===== config.mk =====
export PLATFORM = sky130hd
export DESIGN_NAME = keypad_scan
export DESIGN_NICKNAME = d
export VERILOG_FILES = /design/src/rtl/keypad_scan.sv
export SDC_FILE = /design/constraint.sdc
export NUM_CORES = 1
export LEC_CHECK = 0
export CORE_ASPECT_RATIO = 0.9
export CORE_MARGIN = 1.5
export CORE_UTILIZATION = 38
export CTS_BUF_LIST = sky130_fd_sc_hd__clkbuf_8
export DETAILED_ROUTE_END_ITERATION = 10
export PLACE_DENSITY = 0.67
export SLEW_MARGIN = 30
export SYNTH_ARGS = -nofsm -noshare
export SYNTH_HDL_FRONTEND = slang
export SYNTH_SLANG_ARGS = --single-unit

===== constraint.sdc =====
create_clock -name clk_1 -period 4.22 [get_ports clk_1]
set_input_delay 0.844 -clock clk_1 [delete_from_list [all_inputs] [get_ports clk_1]]
set_output_delay 0.844 -clock clk_1 [all_outputs]
set_load 0.05 [all_outputs]

===== src/rtl/keypad_scan.sv =====
// keypad_scan: row-scanned keypad matrix decoder with frame-level debounce and multi-key detection
module keypad_scan #(
  parameter int ROWS = 4,
  parameter int COLS = 4,
  parameter int SCAN_DIV = 1000,
  parameter int DEBOUNCE = 4,
  localparam int KW = ($clog2(ROWS * COLS) < 1) ? 1 : $clog2(ROWS * COLS)
) (
  input  logic            clk_1,
  input  logic            rst,
  input  logic [COLS-1:0] columns,
  output logic [ROWS-1:0] rows,
  output logic [KW-1:0]   key_code,
  output logic            key_valid,
  output logic            key_held,
  output logic            multi_err
);
  localparam int DW = $clog2(SCAN_DIV);
  localparam int RW = $clog2(ROWS);
  localparam int CW = $clog2(DEBOUNCE + 1);
  typedef enum logic [1:0] {IDLE, DEB, PRESSED, REL} state_t;
  state_t        state_q, state_d;
  logic [DW-1:0] div_q, div_d;
  logic [RW-1:0] row_q, row_d;
  logic [1:0]    hits_q, hits_d;
  logic [KW-1:0] first_q, first_d;
  logic [KW-1:0] cand_q, cand_d;
  logic [KW-1:0] key_code_q, key_code_d;
  logic [CW-1:0] cnt_q, cnt_d;
  logic          key_valid_q, key_valid_d;
  logic          multi_err_q, multi_err_d;
  logic          sample, frame_end, none, single, same, deb_done;
  logic [1:0]    row_hits, tot;
  logic [KW-1:0] row_first, k;
  logic [CW-1:0] cnt_inc;
  always_comb begin
    row_hits = '0;
    row_first = '0;
    for (int c = COLS - 1; c >= 0; c--)
      if (columns[COLS-1-c]) begin
        row_hits = (row_hits == 2'd2) ? 2'd2 : row_hits + 2'd1;
        row_first = KW'(int'(row_q) * COLS + c);
      end
    tot = (hits_q == 2'd2 || row_hits == 2'd2 || (hits_q == 2'd1 && row_hits == 2'd1)) ? 2'd2 : hits_q | row_hits;
    k = (hits_q == 2'd0) ? row_first : first_q;
    sample = div_q == DW'(SCAN_DIV - 1);
    frame_end = sample && row_q == RW'(ROWS - 1);
    div_d = sample ? '0 : div_q + DW'(1);
    row_d = sample ? ((row_q == RW'(ROWS - 1)) ? '0 : row_q + RW'(1)) : row_q;
    hits_d = frame_end ? '0 : sample ? tot : hits_q;
    first_d = frame_end ? '0 : sample ? k : first_q;
    multi_err_d = frame_end ? tot == 2'd2 : multi_err_q;
  end
  always_comb begin
    none = tot == 2'd0;
    single = tot == 2'd1;
    same = k == cand_q;
    cnt_inc = cnt_q + CW'(1);
    deb_done = cnt_inc == CW'(DEBOUNCE);
    state_d = state_q;
    cand_d = cand_q;
    cnt_d = cnt_q;
    key_code_d = key_code_q;
    key_valid_d = 1'b0;
    if (frame_end)
      case (state_q)
        IDLE:
          if (single) begin
            cand_d = k;
            if (DEBOUNCE == 1) begin
              state_d = PRESSED;
              key_code_d = k;
              key_valid_d = 1'b1;
              cnt_d = '0;
            end else begin
              state_d = DEB;
              cnt_d = CW'(1);
            end
          end
        DEB:
          if (single && same) begin
            cnt_d = deb_done ? '0 : cnt_inc;
            if (deb_done) begin
              state_d = PRESSED;
              key_code_d = cand_q;
              key_valid_d = 1'b1;
            end
          end else begin
            state_d = IDLE;
            cnt_d = '0;
          end
        PRESSED:
          if (none) begin
            state_d = (DEBOUNCE == 1) ? IDLE : REL;
            cnt_d = (DEBOUNCE == 1) ? '0 : CW'(1);
          end
        REL:
          if (none) begin
            state_d = deb_done ? IDLE : REL;
            cnt_d = deb_done ? '0 : cnt_inc;
          end else begin
            state_d = (single && same) ? PRESSED : REL;
            cnt_d = '0;
          end
        default: state_d = IDLE;
      endcase
  end
  always_ff @(posedge clk_1) begin
    if (rst) begin
      state_q <= IDLE;
      div_q <= '0;
      row_q <= '0;
      hits_q <= '0;
      first_q <= '0;
      cand_q <= '0;
      key_code_q <= '0;
      cnt_q <= '0;
      key_valid_q <= 1'b0;
      multi_err_q <= 1'b0;
    end else begin
      state_q <= state_d;
      div_q <= div_d;
      row_q <= row_d;
      hits_q <= hits_d;
      first_q <= first_d;
      cand_q <= cand_d;
      key_code_q <= key_code_d;
      cnt_q <= cnt_d;
      key_valid_q <= key_valid_d;
      multi_err_q <= multi_err_d;
    end
  end
  assign rows = {1'b1, {(ROWS-1){1'b0}}} >> row_q;
  assign key_code = key_code_q;
  assign key_valid = key_valid_q;
  assign key_held = state_q == PRESSED || state_q == REL;
  assign multi_err = multi_err_q;
endmodule


* After elaboration in Yosys (flattened, before gate mapping)
Index checks and enable logic that the tools add are counted.
W data, S select, Z words.
** Operators by class
- Shift-type cells :: 1
- Equal/unequal tests :: 19
- Multiply operators :: 0
- Reduce and logical (&&, ||, !) cells :: 16
- Div/mod/pow operators :: 0
- Add/subtract/negate cells :: 9
- Magnitude comparators :: 0
- Multiplexer cells :: 29
- Bitwise logic cells :: 4
** Operator list (number)
- $mux W2 :: 14
- $mux W4 :: 5
- $eq A2 B2 Y1 const B :: 9
- $mux W3 :: 5
- $pmux W3 S4 :: 1
- $add A10 B1 Y10 const B :: 1
- $eq A10 B10 Y1 const B :: 1
- $add A2 B1 Y2 const B :: 4
- $add A4 B2 Y4 const B :: 2
- $eq A2 B1 Y1 const B :: 4
- $pmux W2 S4 :: 1
- $reduce_and A4 Y1 :: 2
- $logic_not A2 Y1 :: 3
- $reduce_and A3 Y1 :: 2
- $add A4 B1 Y4 const B :: 1
- $eq A4 B4 Y1 :: 1
- $ne A2 B2 Y1 const B :: 2
- $reduce_or A2 Y1 :: 2
- $reduce_or A4 Y1 :: 1
- $shr A4 B2 Y4 const A :: 1
- $add A3 B1 Y3 const B :: 1
- $eq A3 B3 Y1 const B :: 1
- $logic_and A1 B1 Y1 :: 3
- $logic_or A1 B1 Y1 :: 3
- 4 further kinds :: 8
** Storage, ports and cells
- ROM bits :: 0
- Register bits after elaboration :: 33
- Memories :: 0
- RAM bits :: 0
- Input bits :: 6
- Latch bits :: 0
- Word-level logic and storage cells :: 88

* Depth between registers and ports, before layout
- Word-level depth :: 19
- Gate-level depth with buffers :: 10
- Mapped depth without buffers :: 8

* Least setup slack after synthesis
Ideal clock, no wire load.
- Kind :: input to register
- Start point :: input columns[0]
- End point :: register cand_q[0]
- Data required time :: 4.157 ns
- Stages :: 9
- Arrival :: 2.947 ns
- Buffers on the path :: 1
- Path slack :: 1.210 ns
- Cell sequence :: inv_1 ha_1 or4b_1 o21ai_2 xnor2_2 or4_4 buf_6 mux2_4 nor2_2
** On the way
- Word-level cells in the longest chain between the ends :: 16
- Elaborated cells between the ends (all ways) :: 27
- Those cells by class :: 3 x add/sub; 6 x eq/ne; 13 x mux; 1 x bitwise; 4 x reduce/logical
** RTL lines
- start: declaration :: line 11 : input logic [COLS-1:0] columns,
- $mux W1 :: line 40 : if (columns[COLS-1-c]) begin
- $add A2 B1 Y2 or $eq A2 B2 Y1 (tied branches) :: line 41 : row_hits = (row_hits == 2'd2) ? 2'd2 : row_hits + 2'd1;
- $mux W2 :: line 41
- $mux W2 :: line 40
- $add A2 B1 Y2 or $eq A2 B2 Y1 (tied branches) :: line 41
- $mux W2 :: line 41
- $mux W2 :: line 40
- $add A2 B1 Y2 or $eq A2 B2 Y1 (tied branches) :: line 41
- $mux W2 :: line 41
- $mux W2 :: line 40
- $eq A2 B2 Y1 or $eq A2 B1 Y1 (tied branches) :: line 44 : tot = (hits_q == 2'd2 || row_hits == 2'd2 || (hits_q == 2'd1 && row_hits == 2'd1)) ? 2'd2 : hits_q | row_hits;
- $logic_or A1 B1 Y1 or $logic_and A1 B1 Y1 (tied branches) :: line 44
- $logic_or A1 B1 Y1 :: line 44
- $mux W2 :: line 44
- $eq A2 B1 Y1 :: line 56 : single = tot == 2'd1;
- $reduce_and A3 Y1 (no line)
- end signal: assignment :: line 126 : cand_q <= cand_d;
- end: declaration :: line 27 : logic [KW-1:0] cand_q, cand_d;
Parallel ways exist; a longest one is shown, timed or not.
A chain may end at the register's enable or synchronous reset.

* Final worst setup path
- Start point :: input columns[0]
- End point :: register key_code_q[2] (netlist: key_code[2])
** On the way
- Word-level cells in the longest chain between the ends :: 17
- Elaborated cells between the ends (all ways) :: 29
- Those cells by class :: 3 x add/sub; 7 x eq/ne; 13 x mux; 1 x bitwise; 5 x reduce/logical
** RTL lines
- $mux W1 :: line 40
- $add A2 B1 Y2 or $eq A2 B2 Y1 (tied branches) :: line 41
- $mux W2 :: line 41
- $mux W2 :: line 40
- $add A2 B1 Y2 or $eq A2 B2 Y1 (tied branches) :: line 41
- $mux W2 :: line 41
- $mux W2 :: line 40
- $add A2 B1 Y2 or $eq A2 B2 Y1 (tied branches) :: line 41
- $mux W2 :: line 41
- $mux W2 :: line 40
- $eq A2 B2 Y1 or $eq A2 B1 Y1 (tied branches) :: line 44
- $logic_or A1 B1 Y1 or $logic_and A1 B1 Y1 (tied branches) :: line 44
- $logic_or A1 B1 Y1 :: line 44
- $mux W2 :: line 44
- $eq A2 B1 Y1 :: line 56
- $logic_and A1 B1 Y1 (*) :: line 81 : if (single && same) begin
- $reduce_and A4 Y1 (no line) (*)
- end signal: assignment :: line 127 : key_code_q <= key_code_d;
- end: declaration :: line 28 : logic [KW-1:0] key_code_q, key_code_d;
Mark *: on every way between the ends. The rest lies on a longest branch, timed or not.

==> reports/results.ini <==
[cts]
cts_tree=done
cts.sinks=33
max-clock-path-buffers=2
clk_pin_slew_ns=0.07
cts_hold_buffers=0
cts_htree_levels=2
cts_buffers=5
cts_resized=0
clock_latency_ns=0.29
clockRootBuffer=clkbuf_8
postCtsSetupBuffers=0

[routing]
drt_iter0_markers=127
first_pass_iters=4
vias=1635
viasPerCell=5.257
drc=0
routedWlPerCell_um=12.54
ant_nets=0
wl_um=3900

[critical_path]
critPathLaunch=columns[0]
worstPathMaxFanout=6
path_cells=clkdlybuf4s50_1, inv_1, ha_1, or4b_1, o21ai_2, xnor2_2, or4_2, o21ai_0, a21oi_1
worst_path_max_delay_cell=or4_2
cp_num_buf_inv=2
cp.required_ns=4.37
setup.worst_path.end_class=register
critPathKind=in2reg
timing.rr.start=row_q[0]
slowest_delay_ns=0.68
path_delay_family=simple AND/OR/NAND/NOR gates
cp.arrival_ns=3.59
startpoint_type=input pin

[synth]
ys.flop_type=dfxtp_1
syn-cell-area_um2=1913
synth_cell_types=49
yosysSeqAreaShare_pct=34.53
synthTopCellsByArea=dfxtp_1, ha_1, nor2_1, a21oi_1, nor3_1
syn-num-nets=250
yosys.area.top_type=dfxtp_1
synth_enable_flop_cells=0
syn_inst=232
synth_warnings=0
synth_top_area_share_pct=34.53
async_reset_ff_share_pct=0
ys_ff_latch=33
avgSynthCellArea_um2=8.246

[power]
power_leakage_nw=0.8140
clock_power_share_pct=39.4
combinationalPowerShare_pct=7.4
power_frac_seq_pct=53.2
p_int_w=0.0004444
p_sw_share_pct=25.16
max-vdd-ir-drop_mv=0.2179
powerDensity_nw_per_um2=270.3
switchingPower_w=0.0001494

[placement]
hpwl_um=2771
io_buffer_count=16
place_inst=303
globalplace.congestion=0.7992

[hold_path]
hp-class=reg2reg
holdCritStartpoint=first_q[1]

[floorplan]
coreArea_um2=4835
initial_utilization_pct=39.57
fp-row-count=24
ioPinCount=17
die_area_um2=5469
die_h_um=70.31
die_x_um=77.79

[layout]
area_growth_syn_to_layout_pct=14.85
most-common-layout-cells=dfxtp_1, nor2_1, a21oi_1, clkdlybuf4s50_1, nor3_1
nets=263
n_antenna_cell=0
fin_cells=311
final_common_cell=dfxtp_1
drive_gt1_share_pct=8.943

[global_routing]
gr-usage-met3_pct=4.444
grt.total_usage_pct=15.74
first_global_vias=1497
grtUsageMet1_pct=22.06
grt_pass1_wl_um=6817
grt.overflow.total=0
use_met2_pct=22.32
grt_max_degree=27
busiest_layer=met2
grt_antenna_before_repair=0

[sta]
finalHoldViolCount=0
min_period_ns=3.432
rsz0062_at_grt=no
skew_ns=0.002790
drv_slew=0
maxSlewHeadroom_pct=41.41
max_freq_mhz=291.4
finalSetupTns_ns=0
tightest_slew_ns=0.8717
fin_crit_sh_pct=81.32
finalSetupViolations=0
whs_ns=0.4559

[job]
cap_violations=0

[outcome]
status=complete, no violations

[power groups by stage]
stage | clock network (W) | logic (W) | registers [W]
finish | 0.000234 | 0.0000442 | 0.000316
global route | 0.000253 | 0.0000494 | 0.000316
CTS | 0.000239 | 0.0000446 | 0.000316
detailed placement | 0 | 0.0000442 | 0.000323
global placement | 0 | 0.0000440 | 0.000323
floorplan | 0 | 0.0000312 | 0.000323
[registers in the layout (all words and copies together) (netlist names)]
name       cells
multi_err      1
cand_q         4
state_q        2
key_valid      1
div_q         10
row_q          2
key_code       4
first_q        4
cnt_q          3
hits_q         2
[tightest hold or removal path: cells and delay by family, from the launching register on]
kind | cells | cell delay, ns
AO/OA/AOI/OAI | 1 | 0.05
flip-flops | 1 | 0.31
AND/OR/NAND/NOR | 1 | 0.05
[cell type report]
cell class / instances / area (µm²)
clock buffer: 5 / 68.82
clock inverter: 3 / 17.52
fill: 491 / 2638
inverter: 10 / 37.54
multi-input combinational: 177 / 1161
sequential: 33 / 660.6
tap: 65 / 81.33
timing repair buffer: 18 / 170.2
[cells by family (layout without fill, tap and decap cells)]
logic type / Yosys count / after routing / share of synthesized area (%)
AO/OA/AOI/OAI: 52 / 52 / 17.14
XOR/XNOR: 11 / 11 / 5.428
adder cells (fa/ha/maj): 12 / 12 / 7.848
buffers and inverters: 22 / 36 / 4.774
flip-flops: 33 / 33 / 34.53
multiplexers: 6 / 6 / 3.401
AND/OR/NAND/NOR: 96 / 96 / 26.88
[final timing paths]
check                      to  slack [ns]  cells after the start
hold / removal     first_q[1]        0.46                      2
hold reg to reg    first_q[1]        0.46                      2
setup reg to reg  key_code[2]        1.33                      7
setup / recovery  key_code[2]        0.79                      9
[cells in the mapped netlist (4+ instances only)]
cell and instances:
a21oi_1 18, o21a_1 5, ha_1 12, nor3_1 14, o21ai_0 10, or3_1 5, and3_1 4, mux2i_1 5
nor2_1 27, clkbuf_1 10, xor2_1 6, nand3_1 12, nand2b_1 5, nand2_1 10, dfxtp_1 33, xnor2_1 4
inv_1 10
[per-layer routing]
layer  up-vias  share of wire, %
li1        854                 -
met1       753                54
met2        21                41
met3         7               3.6
met4         0               1.7
met5         -                 0
[stage by stage]
stage | area [µm²] | util [%] | worst slack (ns) | power (W)
6_report | 2197 | 45.45 | 0.7884 | 0.0005938
3_5_place_dp | 2116 | 43.76 | 0.4895 | 0.0003673
3_3_place_gp | 2116 | 43.76 | 0.5441 | 0.0003671
5_1_grt | 2197 | 45.45 | 0.6336 | 0.0006181
4_1_cts | 2202 | 45.55 | 0.7888 | 0.0005993
2_1_floorplan | 1913 | - | 1.210 | 0.0003539
(Power assumes the default switching activity.)
